[src/rtl/mem_port_arbiter_if.sv]
// Bus bundle between the fetch/data requesters, the arbiter and the memory port.
// The slave modport is the arbiter's view; master is the surrounding environment.
interface mem_port_arbiter_if #(
  parameter int CPU_WIDTH      = 32,
  parameter int WORD_ADDR_BITS = 30
);
  logic                      ireq_valid;
  logic                      ireq_ready;
  logic [WORD_ADDR_BITS-1:0] ireq_addr;
  logic                      iresp_valid;
  logic [CPU_WIDTH-1:0]      iresp_data;

  logic                      dreq_valid;
  logic                      dreq_ready;
  logic [WORD_ADDR_BITS-1:0] dreq_addr;
  logic [CPU_WIDTH-1:0]      dreq_data;
  logic [3:0]                dreq_write;
  logic                      dresp_valid;
  logic [CPU_WIDTH-1:0]      dresp_data;

  logic                      mem_req_valid;
  logic                      mem_req_ready;
  logic [WORD_ADDR_BITS-1:0] mem_req_addr;
  logic [CPU_WIDTH-1:0]      mem_req_data;
  logic [3:0]                mem_req_write;
  logic                      mem_resp_valid;
  logic [CPU_WIDTH-1:0]      mem_resp_data;

  modport slave (
    input  ireq_valid, ireq_addr,
    input  dreq_valid, dreq_addr, dreq_data, dreq_write,
    input  mem_req_ready, mem_resp_valid, mem_resp_data,
    output ireq_ready, iresp_valid, iresp_data,
    output dreq_ready, dresp_valid, dresp_data,
    output mem_req_valid, mem_req_addr, mem_req_data, mem_req_write
  );

  modport master (
    output ireq_valid, ireq_addr,
    output dreq_valid, dreq_addr, dreq_data, dreq_write,
    output mem_req_ready, mem_resp_valid, mem_resp_data,
    input  ireq_ready, iresp_valid, iresp_data,
    input  dreq_ready, dresp_valid, dresp_data,
    input  mem_req_valid, mem_req_addr, mem_req_data, mem_req_write
  );
endinterface

[src/rtl/mem_port_arbiter.sv]
// Shares one memory port between the fetch and data requesters; an owner-tag FIFO
// steers each in-order read response back to the port that issued the read.
module mem_port_arbiter #(
  parameter int CPU_WIDTH       = 32,
  parameter int WORD_ADDR_BITS  = 30,
  parameter int MAX_OUTSTANDING = 4,
  parameter bit FIXED_PRIO      = 1'b0
) (
  input  logic                                i_clk,
  input  logic                                i_reset,
  mem_port_arbiter_if.slave                   bus,
  output logic [$clog2(MAX_OUTSTANDING):0]    o_outstanding,
  output logic                                o_err_resp
);
  localparam int PTR_W = $clog2(MAX_OUTSTANDING);
  localparam int CNT_W = PTR_W + 1;

  localparam logic [0:0] SEL_I = 1'b0;
  localparam logic [0:0] SEL_D = 1'b1;

  logic             r_lock;
  logic [0:0]       r_locked_sel;
  logic [0:0]       r_last_grant;
  logic [0:0]       r_tags [MAX_OUTSTANDING];
  logic [PTR_W-1:0] r_wr_ptr;
  logic [PTR_W-1:0] r_rd_ptr;
  logic [CNT_W-1:0] r_count;
  logic             r_err_resp;

  logic [0:0] w_sel;
  logic       w_win_valid;
  logic       w_win_read;
  logic       w_full;
  logic       w_req_valid;
  logic       w_hs;
  logic       w_push;
  logic       w_pop;
  logic       w_spurious;

  // NOTE: every always_comb output gets a default first so no path infers a latch.
  always_comb begin
    w_sel = SEL_I;
    if (r_lock)
      w_sel = r_locked_sel;
    else if (bus.ireq_valid && bus.dreq_valid)
      w_sel = (FIXED_PRIO || r_last_grant == SEL_I) ? SEL_D : SEL_I;
    else if (bus.dreq_valid)
      w_sel = SEL_D;
  end

  assign w_win_valid = (w_sel == SEL_D) ? bus.dreq_valid : bus.ireq_valid;
  assign w_win_read  = (w_sel == SEL_I) || (bus.dreq_write == 4'b0000);
  assign w_full      = (r_count == CNT_W'(MAX_OUTSTANDING));

  // Outputs are forced low while reset is asserted so nothing leaks mid-reset.
  assign w_req_valid = i_reset && w_win_valid && !(w_win_read && w_full);
  assign w_hs        = w_req_valid && bus.mem_req_ready;
  assign w_push      = w_hs && w_win_read;
  assign w_pop       = i_reset && bus.mem_resp_valid && (r_count != '0);
  assign w_spurious  = bus.mem_resp_valid && (r_count == '0);

  assign bus.mem_req_valid = w_req_valid;
  assign bus.mem_req_addr  = (w_sel == SEL_D) ? bus.dreq_addr : bus.ireq_addr;
  assign bus.mem_req_data  = (w_sel == SEL_D) ? bus.dreq_data : '0;
  assign bus.mem_req_write = (w_sel == SEL_D) ? bus.dreq_write : 4'b0000;
  assign bus.ireq_ready    = w_hs && (w_sel == SEL_I);
  assign bus.dreq_ready    = w_hs && (w_sel == SEL_D);

  assign bus.iresp_valid = w_pop && (r_tags[r_rd_ptr] == SEL_I);
  assign bus.dresp_valid = w_pop && (r_tags[r_rd_ptr] == SEL_D);
  assign bus.iresp_data  = bus.mem_resp_data;
  assign bus.dresp_data  = bus.mem_resp_data;

  assign o_outstanding = r_count;
  assign o_err_resp    = r_err_resp;

  always_ff @(posedge i_clk or negedge i_reset) begin
    if (!i_reset) begin
      r_lock       <= 1'b0;
      r_locked_sel <= SEL_I;
      r_last_grant <= SEL_I;
      r_wr_ptr     <= '0;
      r_rd_ptr     <= '0;
      r_count      <= '0;
      r_err_resp   <= 1'b0;
    end else begin
      if (w_hs) begin
        r_lock       <= 1'b0;
        r_last_grant <= w_sel;
      end else if (w_req_valid) begin
        r_lock       <= 1'b1;
        r_locked_sel <= w_sel;
      end
      if (w_push) r_wr_ptr <= r_wr_ptr + PTR_W'(1);
      if (w_pop)  r_rd_ptr <= r_rd_ptr + PTR_W'(1);
      case ({w_push, w_pop})
        2'b10:   r_count <= r_count + CNT_W'(1);
        2'b01:   r_count <= r_count - CNT_W'(1);
        default: r_count <= r_count;
      endcase
      if (w_spurious) r_err_resp <= 1'b1;
    end
  end

  // NOTE: tag storage is not reset; r_count gates every read, so stale entries are never seen.
  always_ff @(posedge i_clk) begin
    if (w_push) r_tags[r_wr_ptr] <= w_sel;
  end
endmodule
[src/flat_wrapper.sv]
// flat-port wrapper written by rule: the top's interface ports become plain ports
module mem_port_arbiter_flat 
#(
  parameter int CPU_WIDTH       = 32,
  parameter int WORD_ADDR_BITS  = 30,
  parameter int MAX_OUTSTANDING = 4,
  parameter bit FIXED_PRIO      = 1'b0
)
  (i_clk, i_reset, o_outstanding, o_err_resp, bus_ireq_valid, bus_ireq_addr, bus_dreq_valid, bus_dreq_addr, bus_dreq_data, bus_dreq_write, bus_mem_req_ready, bus_mem_resp_valid, bus_mem_resp_data, bus_ireq_ready, bus_iresp_valid, bus_iresp_data, bus_dreq_ready, bus_dresp_valid, bus_dresp_data, bus_mem_req_valid, bus_mem_req_addr, bus_mem_req_data, bus_mem_req_write);
  mem_port_arbiter_if #(.CPU_WIDTH(CPU_WIDTH), .WORD_ADDR_BITS(WORD_ADDR_BITS)) bus_i ();
  input  logic i_clk;
  input  logic i_reset;
  output logic [$clog2(MAX_OUTSTANDING):0] o_outstanding;
  output logic o_err_resp;
  input wire logic [$bits(bus_i.ireq_valid)-1:0] bus_ireq_valid;
  input wire logic [$bits(bus_i.ireq_addr)-1:0] bus_ireq_addr;
  input wire logic [$bits(bus_i.dreq_valid)-1:0] bus_dreq_valid;
  input wire logic [$bits(bus_i.dreq_addr)-1:0] bus_dreq_addr;
  input wire logic [$bits(bus_i.dreq_data)-1:0] bus_dreq_data;
  input wire logic [$bits(bus_i.dreq_write)-1:0] bus_dreq_write;
  input wire logic [$bits(bus_i.mem_req_ready)-1:0] bus_mem_req_ready;
  input wire logic [$bits(bus_i.mem_resp_valid)-1:0] bus_mem_resp_valid;
  input wire logic [$bits(bus_i.mem_resp_data)-1:0] bus_mem_resp_data;
  output wire logic [$bits(bus_i.ireq_ready)-1:0] bus_ireq_ready;
  output wire logic [$bits(bus_i.iresp_valid)-1:0] bus_iresp_valid;
  output wire logic [$bits(bus_i.iresp_data)-1:0] bus_iresp_data;
  output wire logic [$bits(bus_i.dreq_ready)-1:0] bus_dreq_ready;
  output wire logic [$bits(bus_i.dresp_valid)-1:0] bus_dresp_valid;
  output wire logic [$bits(bus_i.dresp_data)-1:0] bus_dresp_data;
  output wire logic [$bits(bus_i.mem_req_valid)-1:0] bus_mem_req_valid;
  output wire logic [$bits(bus_i.mem_req_addr)-1:0] bus_mem_req_addr;
  output wire logic [$bits(bus_i.mem_req_data)-1:0] bus_mem_req_data;
  output wire logic [$bits(bus_i.mem_req_write)-1:0] bus_mem_req_write;
  assign bus_i.ireq_valid = bus_ireq_valid;
  assign bus_i.ireq_addr = bus_ireq_addr;
  assign bus_i.dreq_valid = bus_dreq_valid;
  assign bus_i.dreq_addr = bus_dreq_addr;
  assign bus_i.dreq_data = bus_dreq_data;
  assign bus_i.dreq_write = bus_dreq_write;
  assign bus_i.mem_req_ready = bus_mem_req_ready;
  assign bus_i.mem_resp_valid = bus_mem_resp_valid;
  assign bus_i.mem_resp_data = bus_mem_resp_data;
  assign bus_ireq_ready = bus_i.ireq_ready;
  assign bus_iresp_valid = bus_i.iresp_valid;
  assign bus_iresp_data = bus_i.iresp_data;
  assign bus_dreq_ready = bus_i.dreq_ready;
  assign bus_dresp_valid = bus_i.dresp_valid;
  assign bus_dresp_data = bus_i.dresp_data;
  assign bus_mem_req_valid = bus_i.mem_req_valid;
  assign bus_mem_req_addr = bus_i.mem_req_addr;
  assign bus_mem_req_data = bus_i.mem_req_data;
  assign bus_mem_req_write = bus_i.mem_req_write;
  mem_port_arbiter #(.CPU_WIDTH(CPU_WIDTH), .WORD_ADDR_BITS(WORD_ADDR_BITS), .MAX_OUTSTANDING(MAX_OUTSTANDING), .FIXED_PRIO(FIXED_PRIO)) u_core (.i_clk(i_clk), .i_reset(i_reset), .bus(bus_i), .o_outstanding(o_outstanding), .o_err_resp(o_err_resp));
endmodule
[config.mk]
export PLATFORM = sky130hd
export DESIGN_NAME = mem_port_arbiter_flat
export DESIGN_NICKNAME = d
export VERILOG_FILES = /design/src/rtl/mem_port_arbiter_if.sv /design/src/rtl/mem_port_arbiter.sv /design/src/flat_wrapper.sv
export SDC_FILE = /design/constraint.sdc
export NUM_CORES = 1
export LEC_CHECK = 0
export CAP_MARGIN = 20
export CORE_MARGIN = 10
export CORE_UTILIZATION = 27
export CTS_CLUSTER_SIZE = 40
export DETAILED_ROUTE_END_ITERATION = 8
export GPL_TIMING_DRIVEN = 0
export PLACE_DENSITY = 0.89
export SKIP_CTS_REPAIR_TIMING = 1
export SLEW_MARGIN = 30
export SYNTH_ARGS = -nofsm -noshare
export SYNTH_HDL_FRONTEND = slang
export SYNTH_SLANG_ARGS = --single-unit
export TNS_END_PERCENT = 50
[constraint.sdc]
create_clock -name i_clk -period 4.4 [get_ports i_clk]
set_input_delay 0.88 -clock i_clk [delete_from_list [all_inputs] [get_ports i_clk]]
set_output_delay 0.88 -clock i_clk [all_outputs]
set_load 0.01 [all_outputs]
# Yosys cells after proc, flatten, opt, wreduce, memory -nomap -nowiden
# Memories as Yosys holds them, arrays and structs flattened.
# Cells that the tools add are included.
dict set report classes {
  n_mux 13
  add_sub_neg 4
  reduce_logical 21
  bitwise 3
  eq_ne 3
}
# op n
set op_table {}
lappend op_table {{$mux 32} 1}
lappend op_table {{$mux 30} 1}
lappend op_table {{$logic_and 1x1->1} 13}
lappend op_table {{$mux 1} 9}
lappend op_table {{$pmux 3 s2} 1}
lappend op_table {{$add 2x1->2 const B} 2}
lappend op_table {{$logic_not 4->1} 1}
lappend op_table {{$mux 4} 1}
lappend op_table {{$reduce_bool 2->1} 2}
lappend op_table {{$add 3x1->3 const B} 1}
lappend op_table {{$eq 3x3->1 const B} 1}
lappend op_table {{$logic_not 3->1} 1}
lappend op_table {{$not 1->1} 3}
lappend op_table {{$reduce_bool 3->1} 1}
lappend op_table {{$sub 3x1->3 const B} 1}
lappend op_table {{$eq 2x1->1 const B} 1}
lappend op_table {{$eq 2x2->1 const B} 1}
lappend op_table {{$reduce_and 2->1} 1}
lappend op_table {{$logic_not 1->1} 1}
lappend op_table {{$logic_or 1x1->1} 1}
dict set report totals {
  elab_cells 52
  n_memories 1
  ram_bits 4
  inputBits 134
  reg_bits 11
}
# name words word_bits read_ports rd_ports_with_merged_regs wr line_no
set memory_table {}
lappend memory_table {u_core.r_tags 4 1 1 0 1 mem_port_arbiter.sv:24} ;# logic [0:0] r_tags [MAX_OUTSTANDING];

# Logic depth before layout (Yosys ltp)
# Gate-level depths: netlist of the first run.
dict set report depth {
  ltp_word 12
  depth_mapped 9
  ltp_nobuf 9
}

# Least setup slack after synthesis of the first run
# Ideal clock, no wire load.
dict set report synth_timing {
  path_type {input to output}
  from {in bus_dreq_valid}
  to {out bus_mem_req_addr[0]}
  arrival_ps 1855
  stages 7
  setup_slack_ps 1665
  n_path_buf 2
  cell_sequence {nor2b_1 > a22oi_2 > inv_2 > buf_2 > buf_2 > nand2_1 > nand2_1}
}
dict set report synth_between {
  elab_chain_len 4
}
# item line_no
set synth_rtl {}
lappend synth_rtl {{start, declared} flat_wrapper.sv:17} ;# input wire logic [$bits(bus_i.dreq_valid)-1:0] bus_dreq_valid;
lappend synth_rtl {{$mux 1 / $logic_and 1x1->1 (equally long branches)} {mem_port_arbiter.sv:47, mem_port_arbiter.sv:45}}
lappend synth_rtl {{$mux 1 *} mem_port_arbiter.sv:45} ;# else if (bus.ireq_valid && bus.dreq_valid)
lappend synth_rtl {{$mux 1 *} mem_port_arbiter.sv:43} ;# if (r_lock)
lappend synth_rtl {{$mux 30 *} mem_port_arbiter.sv:63} ;# assign bus.mem_req_addr = (w_sel == SEL_D) ? bus.dreq_addr : bus.ireq_addr;
lappend synth_rtl {{end, declared} flat_wrapper.sv:31} ;# output wire logic [$bits(bus_i.mem_req_addr)-1:0] bus_mem_req_addr;
# Mark *: on every way between the ends. The rest lies on a longest branch, timed or not.

# Worst setup path in the final report of the first run
dict set report layout_timing {
  from {in i_reset}
  to {out bus_ireq_ready}
}
dict set report layout_between {
  elab_chain_len 4
}
# item line_no
set layout_rtl {}
lappend layout_rtl {{start, declared} flat_wrapper.sv:12} ;# input logic i_reset;
lappend layout_rtl {{$logic_and 1x1->1 (2 in a row)} mem_port_arbiter.sv:56} ;# assign w_req_valid = i_reset && w_win_valid && !(w_win_read && w_full);
lappend layout_rtl {{$logic_and 1x1->1} mem_port_arbiter.sv:57} ;# assign w_hs = w_req_valid && bus.mem_req_ready;
lappend layout_rtl {{$logic_and 1x1->1} mem_port_arbiter.sv:66} ;# assign bus.ireq_ready = w_hs && (w_sel == SEL_I);
lappend layout_rtl {{end, declared} flat_wrapper.sv:24} ;# output wire logic [$bits(bus_i.ireq_ready)-1:0] bus_ireq_ready;
# No other way between the ends.

==> impl_metrics.py, run 1 <==
metrics = {
    "clocking": {
        "clock_latency_ns": 0.25,
        "h-tree-depth": 1,
        "cts_buffer_depth": 2,
        "clockRootBuffer": "clkbuf_8",
        "cts_tree": "done",
        "clk_pin_slew_worst_paths_ns": 0.06,
        "tritoncts.num_buffers": 3,
        "cts.sinks": 15,
    },
    "drt": {
        "vias_per_cell": 4.252,
        "vias": 2636,
        "ant_nets": 0,
        "drt_iter0_drc": 55,
        "remaining_drc_errors": 0,
        "avgRoutedWirePerCell_um": 18.24,
        "wl_um": 11310,
        "firstDrtPassIters": 4,
    },
    "finish": {
        "num_antenna_cells": 0,
        "fillers": 591,
        "drive_gt1_share_pct": 14.89,
        "final_nets": 665,
        "regArea_um2": 395.4,
        "final_util_pct": 65.43,
        "multi_input_area_um2": 985.9,
        "syn2layout_area_growth_pct": 131.5,
    },
    "pwr": {
        "powerDensity_mw_per_mm2": 416.0,
        "ir_drop_v": 0.0001962,
        "p_leak_uw": 0.002016,
    },
    "synthesis": {
        "synth_edf_count": 4,
        "async_reset_ff_share_pct": 73.33,
        "muxShareOfSynthArea_pct": 2.949,
        "ys_warn_count": 0,
        "synth_compound_area_share_pct": 6.474,
        "synth_top_family_by_area": "simple AND/OR/NAND/NOR gates",
        "syn-cell-area_mm2": 0.001952,
        "synth_cell_types": 34,
        "synthAdderAreaFrac_pct": 4.231,
        "avgSynthCellArea_um2": 6.971,
        "synth-seq-cells": 15,
        "synth_cells": 280,
        "yosysSeqAreaShare_pct": 20.26,
        "synth.net_count": 420,
        "synthXorXnorAreaFrac_pct": 2.692,
        "ys.flop_type": "dfrtp_1",
        "yosys.area_share.simple_pct": 34.17,
    },
    "sta": {
        "finalSetupViolations": 0,
        "fmax_mhz": 244.3,
        "rsz0062_at_grt": "false",
        "fin_crit_sh_pct": 93.03,
        "tightest_slew_ns": 0.6117,
        "maxSlewHeadroom_pct": 59.22,
        "period_needed_ns": 4.093,
        "tns_ns": 0,
        "finalClockSkew_ns": 0.001989,
        "drv_slew": 0,
        "finalHoldViolCount": 0,
    },
    "floorplanning": {
        "fp.dieArea_mm2": 0.01103,
        "io-pin-count": 273,
        "start_util_pct": 28.26,
        "die_w_um": 105.0,
        "die_h_um": 105.0,
        "core_area_mm2": 0.006907,
        "rows": 30,
    },
    "placement": {
        "portBuffers": 240,
        "globalplace.congestion": 0.8727,
        "dp_hpwl_um": 10310,
    },
    "critical_path": {
        "cp_top_family": "buffers and inverters",
        "worstSetupPathType": "input pin to output pin",
        "cp_cell_sequence": "clkdlybuf4s50_1 > o21ai_0 > a211oi_2 > nand2_1 > nor2_1 > clkdlybuf4s50_1",
        "cp-start-kind": "input pin",
        "crit_fanout": 13,
        "cp_data_required_time_ns": 3.52,
        "end_kind": "output pin",
        "max_stage_delay_ns": 0.83,
        "worstPathArrival_ns": 3.21,
        "worst-path-buf-inv": 2,
        "cp_slowest_cell": "clkdlybuf4s50_1",
        "cpMostUsedCell": "clkdlybuf4s50_1",
    },
    "grt": {
        "grt_use_total_pct": 18.71,
        "antenna_found_initial": 0,
        "grt_pass1_wl_um": 16530,
        "grt_pass1_vias": 2853,
        "gr-total-overflow": 0,
        "grt_max_degree": 14,
    },
    "worst_hold_path": {
        "hp-class": "register to register",
    },
    "job": {
        "cap_violations": 0,
    },
    "status": {
        "status": "complete, no violations",
    },
}
-- metal layers --
metal	GRT usage (%)	share of wire [%]	vias to the layer above
met5	0	0	-
met4	3.235	0.50	0
met3	8.845	12	7
met2	38.08	57	161
met1	16.04	31	1181
li1	-	-	1287
-- cell usage after synthesis, drive strengths merged (4+ instances only) --
cell	number	area (µm²)
edfxtp	4	120.1
o21ai	4	20.02
nor2	8	30.03
xnor2	4	35.03
ha	5	62.56
clkbuf	7	26.28
dfrtp	11	275.3
and2	38	237.7
nand2	94	352.8
inv	13	48.79
buf	67	495.5
-- worst register-to-register path: stages, from the launching register on --
cell	delay (ns)
dfrtp_1	0.43
or3b_2	0.54
o211ai_4	0.19
ha_1	0.26
inv_1	0.07
fa_1	0.39
xor2_1	0.16
nor2_1	0.12
xor2_1	0.16
-- logic make-up (layout without fill, tap and decap cells) --
| logic type | count (synthesis) | after routing |
|---|---|---|
| buf+inv | 87 | 331 |
| flops | 15 | 15 |
| xor+xnor | 6 | 6 |
| fa+ha+maj | 6 | 6 |
| simple gates | 147 | 147 |
| mux | 4 | 4 |
| compound gates | 15 | 15 |
-- worst paths after layout --
kind	start	endpoint	slack (ns)	cells after the start
min in group asynchronous	i_reset	u_core.o_outstanding[2]	1.00	1
max reg2reg	u_core.o_outstanding[0]	u_core.o_outstanding[2]	2.02	8
min reg2reg	u_core.r_rd_ptr[1]	u_core.r_rd_ptr[1]	0.48	1
min	u_core.r_rd_ptr[1]	u_core.r_rd_ptr[1]	0.48	1
max	i_reset	bus_ireq_ready	0.31	6
max in group asynchronous	i_reset	u_core.r_last_grant	3.03	1
-- placed cells by master, fill, tap and decap left out, types with 2 or more instances in the layout --
cell type and n:
clkdlybuf4s50_1 240, nand2_1 94, buf_4 64, and2_1 38
inv_1 12, dfrtp_1 11, clkbuf_1 8, nor2_1 8
ha_1 5, o21ai_0 4, xnor2_1 4, edfxtp_1 4
buf_2 3, clkbuf_8 3, mux2i_1 2, a21oi_1 2
o31ai_1 2, xor2_1 2
-- sequential cells by signal, indices dropped and copies added, names as in the netlist --
signal and flops:
u_core.o_err_resp 1, u_core.r_wr_ptr 2, u_core.r_tags 4, u_core.o_outstanding 3, u_core.r_lock 1, u_core.r_locked_sel 1, u_core.r_rd_ptr 2, u_core.r_last_grant 1
-- report_power, final --
part | switching, µW | internal [µW]
registers | 58.7 | 203
logic | 691 | 815
clock network | 48.6 | 64.1
-- metrics by stage --
step,total power (µW),area (µm²),instances,setup WS [ns],hold slack (ns)
global placement,1749,4474,616,0.3171,0.4588
CTS,1905,4519,620,0.2366,0.4830
detailed placement,1784,4474,616,0.2412,0.4749
finish,1880,4519,620,0.3068,0.4787
global route,2023,4519,620,0.07282,0.5170
floorplan,940.4,1952,280,1.665,0.4528
-- cell type report --
| class | instances | area share (%) |
|---|---|---|
| sequential | 15 | 8.749 |
| multi-input combinational | 178 | 21.82 |
| tap | 96 | 2.658 |
| clock buffer | 4 | 0.9967 |
| inverter | 13 | 1.080 |
| timing repair buffer | 240 | 53.16 |
| buffer | 74 | 11.54 |
Note: power is estimated with default switching activity, not from simulation.
==> run 2: changes to the inputs <==
--- a/config.mk
+++ b/config.mk
@@ -13,7 +13,6 @@
 export GPL_TIMING_DRIVEN = 0
 export PLACE_DENSITY = 0.89
 export SKIP_CTS_REPAIR_TIMING = 1
-export SLEW_MARGIN = 30
 export SYNTH_ARGS = -nofsm -noshare
 export SYNTH_HDL_FRONTEND = slang
 export SYNTH_SLANG_ARGS = --single-unit
==> results of run 2 <==
No change in the layout: final DEF, timing and power equal those of run 1.
